==> config.mk <==
export PLATFORM = sky130hd
export DESIGN_NAME = spi_slave_flat
export DESIGN_NICKNAME = d
export VERILOG_FILES = /design/src/rtl/spi_slave_if.sv /design/src/rtl/spi_slave.sv /design/src/flat_wrapper.sv
export SDC_FILE = /design/constraint.sdc
export NUM_CORES = 1
export LEC_CHECK = 0
export ABC_CLOCK_PERIOD_IN_PS = 2600
export BUFFER_PORTS_ARGS = -buffer_cell sky130_fd_sc_hd__buf_2
export CAP_MARGIN = 15
export CORE_MARGIN = 5
export CORE_UTILIZATION = 30
export CTS_CLUSTER_DIAMETER = 100
export DETAILED_ROUTE_END_ITERATION = 8
export PLACE_DENSITY = 0.48
export SKIP_LAST_GASP = 1
export SYNTH_ARGS = -nofsm -noshare
export SYNTH_HDL_FRONTEND = slang
export SYNTH_SLANG_ARGS = --single-unit
==> constraint.sdc <==
create_clock -name clk -period 2.6 [get_ports clk]
set_input_delay 0.52 -clock clk [delete_from_list [all_inputs] [get_ports clk]]
set_output_delay 0.52 -clock clk [all_outputs]
set_load 0.05 [all_outputs]
==> src/rtl/spi_slave_if.sv <==
// SPI slave bus bundle: serial pins plus the RAM-side word handshake.
// slave modport is the block, master modport is the driver (SPI master + RAM).
interface spi_slave_if #(
  parameter int RX_WIDTH = 10,
  parameter int TX_WIDTH = 8
);
  logic                SS_n;
  logic                MOSI;
  logic                MISO;
  logic [RX_WIDTH-1:0] rx_data;
  logic                rx_valid;
  logic [TX_WIDTH-1:0] tx_data;
  logic                tx_valid;

  modport slave (
    input  SS_n, MOSI, tx_data, tx_valid,
    output MISO, rx_data, rx_valid
  );

  modport master (
    output SS_n, MOSI, tx_data, tx_valid,
    input  MISO, rx_data, rx_valid
  );
endinterface

==> src/rtl/spi_slave.sv <==
// SPI slave to single-port RAM bridge: command/payload in, read data out.
// Define SPI_SLAVE_SVA_EN to compile the embedded protocol assertions.
module spi_slave #(
  parameter int RX_WIDTH = 10,
  parameter int TX_WIDTH = 8
) (
  input  logic     clk,
  input  logic     rst_n,
  spi_slave_if.slave bus
);

  localparam int CW  = $clog2(RX_WIDTH + 1);
  localparam int TCW = $clog2(TX_WIDTH + 1);
  localparam logic [CW-1:0]  RX_LAST = CW'(RX_WIDTH);
  localparam logic [TCW-1:0] TX_LAST = TCW'(TX_WIDTH);

  typedef enum logic [2:0] {
    IDLE, CHK_CMD, WRITE, READ_ADD, READ_DATA
  } state_t;

  state_t              r_state;
  logic [CW-1:0]       r_bit_cnt;
  logic [RX_WIDTH-1:0] r_shift;
  logic [RX_WIDTH-1:0] r_rx_data;
  logic                r_rx_valid;
  logic                r_done;
  logic                r_rd_flag;
  logic                r_wait_tx;
  logic                r_tx_act;
  logic [TX_WIDTH-1:0] r_tx_shift;
  logic [TCW-1:0]      r_tx_cnt;
  logic                r_miso;

  always_ff @(posedge clk) begin
    if (!rst_n) begin
      r_state    <= IDLE;
      r_bit_cnt  <= '0;
      r_shift    <= '0;
      r_rx_data  <= '0;
      r_rx_valid <= 1'b0;
      r_done     <= 1'b0;
      r_rd_flag  <= 1'b0;
      r_wait_tx  <= 1'b0;
      r_tx_act   <= 1'b0;
      r_tx_shift <= '0;
      r_tx_cnt   <= '0;
      r_miso     <= 1'b0;
    end else begin
      r_rx_valid <= 1'b0;
      unique case (r_state)
        IDLE: begin
          r_miso <= 1'b0;
          if (!bus.SS_n)
            r_state <= CHK_CMD;
        end
        CHK_CMD: begin
          if (bus.SS_n)
            r_state <= IDLE;
          else if (!bus.MOSI)
            r_state <= WRITE;
          else if (r_rd_flag)
            r_state <= READ_DATA;
          else
            r_state <= READ_ADD;
        end
        WRITE, READ_ADD, READ_DATA: begin
          if (bus.SS_n) begin
            r_state    <= IDLE;
            r_bit_cnt  <= '0;
            r_shift    <= '0;
            r_done     <= 1'b0;
            r_wait_tx  <= 1'b0;
            r_tx_act   <= 1'b0;
            r_tx_cnt   <= '0;
            r_miso     <= 1'b0;
          end else if (!r_done) begin
            if (r_bit_cnt != RX_LAST) begin
              r_shift   <= {r_shift[RX_WIDTH-2:0], bus.MOSI};
              r_bit_cnt <= r_bit_cnt + 1'b1;
            end else begin
              r_rx_data  <= r_shift;
              r_rx_valid <= 1'b1;
              r_done     <= 1'b1;
              if (r_state == READ_ADD)
                r_rd_flag <= 1'b1;
              if (r_state == READ_DATA)
                r_wait_tx <= 1'b1;
            end
          end else if (r_wait_tx) begin
            if (bus.tx_valid) begin
              r_tx_shift <= bus.tx_data;
              r_tx_cnt   <= TX_LAST;
              r_wait_tx  <= 1'b0;
              r_tx_act   <= 1'b1;
            end
          end else if (r_tx_act) begin
            if (r_tx_cnt != '0) begin
              r_miso     <= r_tx_shift[TX_WIDTH-1];
              r_tx_shift <= {r_tx_shift[TX_WIDTH-2:0], 1'b0};
              r_tx_cnt   <= r_tx_cnt - 1'b1;
            end else begin
              // Read word fully shifted out: next read is an address again
              r_miso    <= 1'b0;
              r_tx_act  <= 1'b0;
              r_rd_flag <= 1'b0;
            end
          end
        end
        default: begin
          r_state <= IDLE;
          r_miso  <= 1'b0;
        end
      endcase
    end
  end

  assign bus.MISO     = r_miso;
  assign bus.rx_data  = r_rx_data;
  assign bus.rx_valid = r_rx_valid;

`ifdef SPI_SLAVE_SVA_EN
  logic [7:0] r_ss_lo;

  always_ff @(posedge clk) begin
    if (!rst_n)
      r_ss_lo <= '0;
    else if (bus.SS_n)
      r_ss_lo <= '0;
    else if (r_ss_lo != 8'hFF)
      r_ss_lo <= r_ss_lo + 1'b1;
  end

  a_rxv_pulse: assert property (@(posedge clk) disable iff (!rst_n)
    r_rx_valid |=> !r_rx_valid);

  a_rxv_sel: assert property (@(posedge clk) disable iff (!rst_n)
    r_rx_valid |-> !$past(bus.SS_n));

  a_idle_miso: assert property (@(posedge clk) disable iff (!rst_n)
    (r_state == IDLE) |-> !r_miso);

  a_rxv_lat: assert property (@(posedge clk) disable iff (!rst_n)
    r_rx_valid |-> (r_ss_lo >= 8'(RX_WIDTH + 2)));
`endif

endmodule
==> src/flat_wrapper.sv <==
// flat-port wrapper written by rule: the top's interface ports become plain ports
module spi_slave_flat 
#(
  parameter int RX_WIDTH = 10,
  parameter int TX_WIDTH = 8
)
  (clk, rst_n, bus_SS_n, bus_MOSI, bus_tx_data, bus_tx_valid, bus_MISO, bus_rx_data, bus_rx_valid);
  spi_slave_if #(.RX_WIDTH(RX_WIDTH), .TX_WIDTH(TX_WIDTH)) bus_i ();
  input  logic clk;
  input  logic rst_n;
  input wire logic [$bits(bus_i.SS_n)-1:0] bus_SS_n;
  input wire logic [$bits(bus_i.MOSI)-1:0] bus_MOSI;
  input wire logic [$bits(bus_i.tx_data)-1:0] bus_tx_data;
  input wire logic [$bits(bus_i.tx_valid)-1:0] bus_tx_valid;
  output wire logic [$bits(bus_i.MISO)-1:0] bus_MISO;
  output wire logic [$bits(bus_i.rx_data)-1:0] bus_rx_data;
  output wire logic [$bits(bus_i.rx_valid)-1:0] bus_rx_valid;
  assign bus_i.SS_n = bus_SS_n;
  assign bus_i.MOSI = bus_MOSI;
  assign bus_i.tx_data = bus_tx_data;
  assign bus_i.tx_valid = bus_tx_valid;
  assign bus_MISO = bus_i.MISO;
  assign bus_rx_data = bus_i.rx_data;
  assign bus_rx_valid = bus_i.rx_valid;
  spi_slave #(.RX_WIDTH(RX_WIDTH), .TX_WIDTH(TX_WIDTH)) u_core (.clk(clk), .rst_n(rst_n), .bus(bus_i));
endmodule
==> results.tsv <==
stage	metric	value	unit
status	outcome	finished clean	
cts	number of CTS-inserted buffers	5	
min_path	Hold Path Cell Cnt	2	
die	I/O pins	25	
cts	H-tree Lvls	2	
routing	Starting DRT DRC Count	87	
sta	Final Cycle Share	0.725	
setup_path	R2R cell count	5	
placement	port bufs	24	
sta	fmax	531	MHz
setup_path	RR Endpoint	u_core.bus.rx_data[9]	
global_routing	gr ovfl total	0	
synthesis	synthesis-stage register bit count	45	
setup_path	CP endpoint kind	flop	
setup_path	slowest stage cell on the critical path	or3b_4	
setup_path	Crit Path Class	flop to flop	
setup_path	crit start category	flop	
setup_path	reg-to-reg slack, setup	720	ps
synthesis	number of flops mapped to enable cells by yosys	0	
global_routing	vias in the first global route	1503	
synthesis	Syn Area/Cell	9.93	um^2
placement	Final Wtd Congestion	0.727	
synthesis	Seq/Total Area, Yosys	0.456	
routing	vias	1503	
sta	Min Clock Period, post-route	1880	ps
placement	post-place setup slack	710	ps
sta	Setup TNS	0	ps
die	core area	6390	um^2
synthesis	Gate Count Post-Synth	199	
power	VDD IR-drop max	0.271	mV
setup_path	WP data arrival	2050	ps
setup_path	worst r2r src	u_core.r_state[2]	
routing	ANT nets after route	0	
sta	Final Max Slew Viols	0	
setup_path	critical path's largest stage delay	450	ps
cells_and_area	share of cells above drive strength 1	0.193	
synthesis	syn nets	216	
job	Max-Cap Viols	0	
power	Leak	0.817	nW
routing	WL final	4130	um
synthesis	library cells used by synthesis	45	
power	Total Power	0.00119	W
global_routing	first-pass GRT wire length	7290	um
power	switching power	0.000286	W
sta	RSZ-0062 raised after global routing	no	
setup_path	crit-path cells	or3b_4 -> a2111oi_4 -> buf_4 -> mux2i_1 -> nor2_1	
synthesis	ys flop type	dfxtp_1	
cts	post-CTS setup buffer count	0	
cells_and_area	Nets	239	
cts	Root Buffer	clkbuf_8	
die	Chip Width	91.2	um
synthesis	Yosys Warn Count	0	
cts	clock-pin slew on the worst setup and hold paths	90	ps
die	Die H	91.2	um
die	die area	8310	um^2
power	Int Pwr	0.000903	W
setup_path	CP Max Fanout	11	
die	initial core utilization	0.309	
cts	Hold-fix buffers, CTS	0	
routing	vias per inst	5.01	
routing	wire per inst	13.8	um
routing	DRT Pass-1 Iters	4	
sta	Clock Skews	7.90	ps
power	Comb power frac	0.046	
setup_path	WP data required	2760	ps
cells_and_area	commonest non-fill, non-tap cells in the layout	dfxtp_1 (45), buf_2 (24), mux2i_1 (20)	
routing	DRC violations left	0	
cells_and_area	commonest non-fill, non-tap cell in the layout	dfxtp_1	
placement	Post-DP HPWL	2850	um
power	Clk pwr share	0.367	
sta	Final WS setup	715	ps
power	register share of total power	0.587	
cts	CTS tree	yes	
cells_and_area	diode count	0	
cts	post-cts sizing count	0	
sta	Finish-stage setup viols	0	
power	Pwr Density	532	nW/um^2
power	Switching Share	0.241	
sta	normalized max-slew margin	0.496	
global_routing	initial antenna violation count	0	
synthesis	ys async rst share	0	
sta	Worst Tran Pin Value	755	ps
cts	# clock sinks	45	
cts	Worst-Skew Late Latency	300	ps
global_routing	Tot GR Track Use	0.105	
cells_and_area	area grow syn2layout	13.2	%
sta	Fin. Hold Viols	0	
min_path	worst hold endpoint	u_core.r_shift[0]	
die	row cnt	29	
cts	Clock Path Buffers	2	
min_path	hold path startpoint	bus_MOSI	
global_routing	largest net degree at the start of global routing	23	
synthesis	synthesized area	1980	um^2
min_path	Hold Path Class	input pin to flop	
cells_and_area	Filler Cell Count	697	
==> worst max-delay path by stage <==
stage                         from                    end  cells past startpoint
4_1_cts          u_core.r_state[2]  u_core.bus.rx_data[3]                      5
2_1_floorplan    u_core.r_state[2]  u_core.bus.rx_data[0]                      5
6_report         u_core.r_state[2]  u_core.bus.rx_data[9]                      5
3_5_place_dp     u_core.r_state[2]  u_core.bus.rx_data[9]                      5
3_3_place_gp     u_core.r_state[2]  u_core.bus.rx_data[1]                      5
5_1_grt        u_core.r_bit_cnt[0]    u_core.r_bit_cnt[0]                      6
==> through the flow <==
step	cell area [um^2]	hold WS (ps)	util	std cells
after global placement	2150	451	0.336	292
after detailed placement	2150	458	0.336	292
after floorplan	1980	438	-	199
after global routing	2240	462	0.350	300
final	2240	458	0.350	300
after CTS	2240	447	0.350	300
==> per-layer routing <==
metal / global-route usage / up-vias / wire length, um
met3: 0.0281 / 4 / 118
met4: 0.0342 / 0 / 49
met2: 0.162 / 15 / 1840
met1: 0.142 / 706 / 2120
li1: - / 778 / -
met5: 0 / - / 0
==> sequential cells by signal (all words and copies together), names as in the netlist <==
register             count
u_core.r_wait_tx         1
u_core.r_shift          10
u_core.r_tx_cnt          4
u_core.r_tx_act          1
u_core.r_tx_shift        8
u_core.r_state           3
u_core.bus.rx_valid      1
u_core.bus.MISO          1
u_core.r_rd_flag         1
u_core.r_bit_cnt         4
u_core.bus.rx_data      10
u_core.r_done            1
==> final cells by class <==
class,count,area [um^2],area share
Clock buffer,5,68.8,0.0308
Sequential cell,45,901,0.403
Inverter,7,26.3,0.0117
Timing Repair Buffer,28,150,0.0671
Multi-Input combinational cell,135,973,0.435
Clock inverter,3,21.3,0.00951
Tap cell,77,96.3,0.0431
==> power groups by stage <==
stage	Clock (W)	Sequential [W]	Combinational, W
3_5_place_dp	0	0.000714	0.0000558
3_3_place_gp	0	0.000714	0.0000563
5_1_grt	0.000485	0.000699	0.0000625
2_1_floorplan	0	0.000712	0.0000387
6_report	0.000437	0.000698	0.0000551
4_1_cts	0.000457	0.000698	0.0000560
==> critical path, delay by kind of cell, from the launching register on <==
kind | cells | cell delay, ps
flip-flops | 1 | 420
multiplexers | 1 | 210
AO/OA/AOI/OAI | 1 | 350
buffers and inverters | 1 | 270
AND/OR/NAND/NOR | 2 | 500
==> cells by family (layout without fill, tap and decap cells) <==
logic type,Yosys count,count (layout),synth area share
muxes,21,21,0.107
xor gates and xnor gates,1,1,0.00443
adders and majority gates,4,4,0.0253
buffers and inverters,19,43,0.0513
DFF,45,45,0.456
AOI/OAI and AO/OA,57,57,0.212
and+or+nand+nor,52,52,0.144
==> Yosys cell counts (3+ instances only) <==
master     n  share of area
buf_6      3          0.017
a311oi_1   7          0.031
mux2i_1   20           0.10
nand2b_1   3         0.0095
clkbuf_1   5         0.0095
nand4b_1   3          0.013
a22o_1    11          0.049
o22ai_1    3         0.0095
a21oi_1   17          0.043
nor2_1    15          0.028
dfxtp_1   45           0.46
ha_1       4          0.025
o21ai_0    7          0.018
buf_2      3         0.0076
nand2_1   11          0.021
inv_1      7          0.013
(Power assumes the default switching activity.)
